File: src/rtl/alu_share_arbiter.sv
// Purpose : shares one combinational ALU between two requesters, alternating grants under contention.
// Latency : accept cycle T, ALU evaluated in T+1, registered result offered from T+2 (3 cycles minimum per op).
// Backpressure: result held in RESP until rsp_ready; no new request is accepted while an op is in flight.
//
// Ports:
//   clk, rst_n                     clock, asynchronous active-low reset
//   reqX_valid/_a/_b/_op/_ready    requester X (X = 0,1) operation handshake; ready is combinational
//   alu_a, alu_b, alu_op           operands/opcode to the shared ALU (zero outside EXEC)
//   alu_result                     combinational ALU result, captured at the end of EXEC
//   rsp_data, rsp0_valid/rsp1_valid, rsp_ready   registered result and its owner
//   busy                           high whenever an operation is in flight
module alu_share_arbiter #(
    parameter int N   = 32,
    parameter int OPW = 4
) (
    input  logic           clk,
    input  logic           rst_n,
    input  logic           req0_valid,
    input  logic [N-1:0]   req0_a,
    input  logic [N-1:0]   req0_b,
    input  logic [OPW-1:0] req0_op,
    output logic           req0_ready,
    input  logic           req1_valid,
    input  logic [N-1:0]   req1_a,
    input  logic [N-1:0]   req1_b,
    input  logic [OPW-1:0] req1_op,
    output logic           req1_ready,
    output logic [N-1:0]   alu_a,
    output logic [N-1:0]   alu_b,
    output logic [OPW-1:0] alu_op,
    input  logic [N-1:0]   alu_result,
    output logic [N-1:0]   rsp_data,
    output logic           rsp0_valid,
    output logic           rsp1_valid,
    input  logic           rsp_ready,
    output logic           busy
);

    typedef enum logic [1:0] {
        IDLE = 2'd0,
        EXEC = 2'd1,
        RESP = 2'd2
    } state_t;

    state_t         state_q, state_d;
    logic           ptr_q, ptr_d;        // requester that wins when both are valid
    logic           grant_id;
    logic           accept;
    logic [N-1:0]   lat_a, lat_b;
    logic [OPW-1:0] lat_op;
    logic           lat_id;
    logic [N-1:0]   rsp_data_q;

    // A lone requester wins regardless of the pointer.
    assign grant_id = (req0_valid && req1_valid) ? ptr_q : req1_valid;

    always_comb begin
        state_d    = state_q;
        ptr_d      = ptr_q;
        accept     = 1'b0;
        req0_ready = 1'b0;
        req1_ready = 1'b0;
        alu_a      = '0;
        alu_b      = '0;
        alu_op     = '0;
        rsp0_valid = 1'b0;
        rsp1_valid = 1'b0;
        busy       = (state_q != IDLE);
        case (state_q)
            IDLE: begin
                // Ready is combinational, so it is masked while reset is held
                // to keep every output quiet during reset.
                if (rst_n && (req0_valid || req1_valid)) begin
                    accept     = 1'b1;
                    req0_ready = ~grant_id;
                    req1_ready = grant_id;
                    state_d    = EXEC;
                end
            end
            EXEC: begin
                alu_a   = lat_a;
                alu_b   = lat_b;
                alu_op  = lat_op;
                state_d = RESP;
            end
            RESP: begin
                rsp0_valid = ~lat_id;
                rsp1_valid = lat_id;
                if (rsp_ready) begin
                    state_d = IDLE;
                    ptr_d   = ~lat_id;
                end
            end
            default: state_d = IDLE;
        endcase
    end

    always_ff @(posedge clk or negedge rst_n) begin
        if (!rst_n) begin
            state_q    <= IDLE;
            ptr_q      <= 1'b0;
            lat_a      <= '0;
            lat_b      <= '0;
            lat_op     <= '0;
            lat_id     <= 1'b0;
            rsp_data_q <= '0;
        end else begin
            state_q <= state_d;
            ptr_q   <= ptr_d;
            // Operands are captured at acceptance so later requester changes
            // cannot disturb the in-flight operation.
            if (accept) begin
                lat_a  <= grant_id ? req1_a  : req0_a;
                lat_b  <= grant_id ? req1_b  : req0_b;
                lat_op <= grant_id ? req1_op : req0_op;
                lat_id <= grant_id;
            end
            if (state_q == EXEC) begin
                rsp_data_q <= alu_result;
            end
        end
    end

    assign rsp_data = rsp_data_q;

endmodule

File: config.mk
export PLATFORM = sky130hd
export DESIGN_NAME = alu_share_arbiter
export DESIGN_NICKNAME = d
export VERILOG_FILES = /design/src/rtl/alu_share_arbiter.sv
export SDC_FILE = /design/constraint.sdc
export NUM_CORES = 1
export LEC_CHECK = 0
export ABC_AREA = 1
export CAP_MARGIN = 15
export CORE_MARGIN = 2
export CORE_UTILIZATION = 30
export CTS_CLUSTER_DIAMETER = 60
export DETAILED_ROUTE_END_ITERATION = 8
export GPL_ROUTABILITY_DRIVEN = 0
export HOLD_SLACK_MARGIN = 0.03
export PLACE_DENSITY_LB_ADDON = 0.25
export SYNTH_ARGS = -nofsm -noshare
export SYNTH_HDL_FRONTEND = slang
export SYNTH_SLANG_ARGS = --single-unit
export TNS_END_PERCENT = 30
File: constraint.sdc
create_clock -name clk -period 1.6 [get_ports clk]
set_input_delay 0.4 -clock clk [delete_from_list [all_inputs] [get_ports clk]]
set_output_delay 0.4 -clock clk [all_outputs]
set_load 0.01 [all_outputs]
==> impl_metrics.csv <==
group,metric,value,unit
finish,multi_input_area,2500,sq um
timing,timing.fmax,545,MHz
clock_network,clock_path_buffers,2,
synthesis,syn_area,5500,sq um
clock_network,insertion_delay,350,ps
power_and_ir_drop,powerDensity,1300,nW/um^2
drt,ant_nets,0,
power_and_ir_drop,ir_drop,0.000675,V
timing,setup_violations,72,
timing,final_max_slew_viol_count,0,
worst_setup_path,cp_num_cells,6,
worst_setup_path,end_kind,"output port",
die,die_x,139,um
finish,final_design_area_no_fill,8780,sq um
worst_setup_path,start_kind,"register",
timing,fin_crit_sh,1.15,
finish,seq_area,2600,sq um
worst_setup_path,crit-reg2reg-launch,"state_q[0]",
worst_setup_path,path_cells,"inv_2 > nand2_8 > buf_12 > buf_16 > nor2_1 > buf_2",
die,start_util,0.306,
die,die_h,139,um
die,core_area,18000,sq um
finish,nets,1263,
synthesis,synth_commonest_cells,"nand2_1, dfrtp_1, nand3_1",
timing,max_slew_margin,0.550,
worst_setup_path,cpPeakStageDelay,390,ps
clock_network,cts.sinks,104,
drt,remaining_drc_errors,0,
worst_setup_path,path_buf_inv,4,
worst_setup_path,reg2regPathDepth,6,
finish,antennaDiodeCount,0,
power_and_ir_drop,p_int,0.00719,W
drt,drtIter0Drc,163,
worst_setup_path,startpoint,"state_q[1]",
finish,fin_util,0.489,
timing,worst_pin_slew,675,ps
die,io_pins,278,
timing,skew,8.67,ps
die,die_area,19400,sq um
power_and_ir_drop,clkPwrFrac,0.196,
synthesis,synthArstFlopShare,1.00,
synthesis,synth_top_cell_area_share,0.473,
placement,hpwlAfterDp,12400,um
synthesis,yosys.cell_types.count,17,
worst_setup_path,cp.arrival,1440,ps
synthesis,syn-num-nets,994,
power_and_ir_drop,p_comb_frac,0.419,
placement,dpl_cell_area,8560,sq um
synthesis,yosys_warnings,0,
timing,period_needed,1840,ps
clock_network,cts_buffers,9,
outcome,status,"complete, but fails checks",
power_and_ir_drop,p_seq_frac,0.385,
worst_setup_path,slowest_stage,"dfrtp_1",
worst_setup_path,cp.required,1200,ps
clock_network,cts_max_level,3,
finish,fillers,1866,
outcome,violations,"setup timing",
synthesis,synth_most_common_cell,"nand2_1",
die,rows,49,
global_routing,grt_pass1_wl,30100,um
worst_setup_path,cp_max_fo,7,
power_and_ir_drop,switching_share,0.372,
drt,dr.pass1.iters,6,
synthesis,synth_ff_type,"dfrtp_1",
global_routing,grt_pass1_vias,5785,
timing,final.setup.worst_slack,-236,ps
synthesis,syn_inst,821,
global_routing,overflow,0,
worst_setup_path,endpoint,"alu_b[7]",
synthesis,synthTopCellsByArea,"dfrtp_1, nand2_1, nand3_1",
worst_setup_path,reg2reg_slack,110,ps
clock_network,clk_pin_slew,70,ps
drt,routedWlPerCell,13.9,um
drt,vias_per_cell,4.37,
synthesis,synth_edf_count,0,
power_and_ir_drop,power.switching,0.00427,W
drt,vias,5789,
synthesis,synth_seq_cells,104,
global_routing,grtUsageTotal,0.191,
timing,rsz0062_at_grt,"yes",
worst_setup_path,timing.rr.end,"lat_b[7]",
worst_setup_path,critPathTopFamily,"buffers and inverters",
timing,hold_viol,0,
synthesis,postSynthAreaPerCell,6.70,sq um
finish,area_growth,59.7,%
power_and_ir_drop,leakage,4.79,nW
global_routing,grt_max_degree,71,
synthesis,yosysTopAreaCell,"dfrtp_1",
placement,port_buffers,277,
drt,wl,18300,um
worst_setup_path,crit_type,"register to output port",
job,max-cap-violations,0,
finish,drive_gt1_frac,0.146,
synthesis,ys_seq_area_frac,0.473,
worst_hold_path,min_path_type,"input port to async pin",
clock_network,cts_tree,"built",
global_routing,antenna_found_initial,0,
clock_network,cts-root-buf,"clkbuf_16",
[stage by stage]
| step | hold slack (ps) | cells | worst slack, ps | power, W | setup TNS [ps] |
|---|---|---|---|---|---|
| final | 62.3 | 1324 | -236 | 0.0115 | -10040 |
| after global routing | 68.4 | 1324 | -298 | 0.0124 | -15700 |
| after CTS | 54.3 | 1324 | -273 | 0.0115 | -13120 |
| after detailed placement | 333 | 1300 | -623 | 0.00950 | -64530 |
| after global placement | 336 | 1300 | -638 | 0.00940 | -64800 |
| after floorplan | 104 | 821 | 33.5 | 0.00688 | 0 |
[worst reg2reg max path: stages (launching register included)]
cell      delay, ps
dfrtp_2         470
nor2_4           60
buf_4           140
o211ai_4         70
clkbuf_8        450
nand2_1         160
nand2_1          90
[placed cells by master, fill, tap and decap left out, types with 4 or more instances in the layout]
master	count
dfrtp_1	103
nor2_1	47
clkdlybuf4s50_1	169
nor2_4	9
dlygate4sd2_1	33
buf_2	62
clkbuf_16	9
inv_1	72
buf_12	4
buf_6	10
nand3_1	101
buf_4	27
nand2_1	404
nor2_2	17
[cell families after synthesis]
group | count (synthesis) | synth area share
simple gates | 583 | 0.423
buf+inv | 129 | 0.0978
flops | 104 | 0.473
compound gates | 5 | 0.00637
[layout make-up]
class                      count  area share
timing repair buffer         312       0.320
sequential                   104       0.296
multi-input combinational    588       0.285
tap                          229      0.0326
inverter                      75      0.0321
clock buffer                  12      0.0281
clock inverter                 4     0.00584
[sequential cells by signal, indices dropped and copies added, names as in the netlist]
signal    cells
lat_a        32
lat_b        32
lat_id        1
lat_op        4
ptr_q         1
rsp_data     32
state_q       2
[worst min path at each step]
stage | start | to | slack (ps) | depth (start not counted)
2_1_floorplan | rst_n | lat_a[0] | 100 | 0
3_3_place_gp | rst_n | lat_id | 340 | 2
3_5_place_dp | rst_n | lat_id | 330 | 2
4_1_cts | rst_n | lat_a[21] | 50 | 2
5_1_grt | rst_n | lat_b[31] | 70 | 2
6_report | rst_n | lat_a[25] | 60 | 2
[per-layer routing]
| metal | vias to the layer above | GRT usage | routed length [um] | share of wire |
|---|---|---|---|---|
| met4 | 0 | 0.0463 | 245 | 0.013 |
| li1 | 2998 | - | - | - |
| met3 | 20 | 0.0471 | 1110 | 0.060 |
| met5 | - | 0 | 0 | 0 |
| met1 | 2603 | 0.239 | 8030 | 0.44 |
| met2 | 168 | 0.333 | 8970 | 0.49 |
[power groups by stage]
stage	registers (W)	logic [W]	clock network (W)
global route	0.00458	0.00541	0.00245
floorplan	0.00456	0.00232	0
detailed placement	0.00447	0.00503	0
finish	0.00442	0.00480	0.00224
CTS	0.00443	0.00477	0.00234
global placement	0.00443	0.00497	0
[repair_timing]
item | in CTS | in global routing
endpoints found under the setup margin | 175 | 141
buffers inserted | 5 | 0
cloned | 2 | 0
pin swaps | 0 | 2
gates resized for setup | 340 | 50
hold buffers | 1 | 0
endpoints found under the hold margin | 1 | 0
Note: power is estimated with default switching activity, not from simulation.
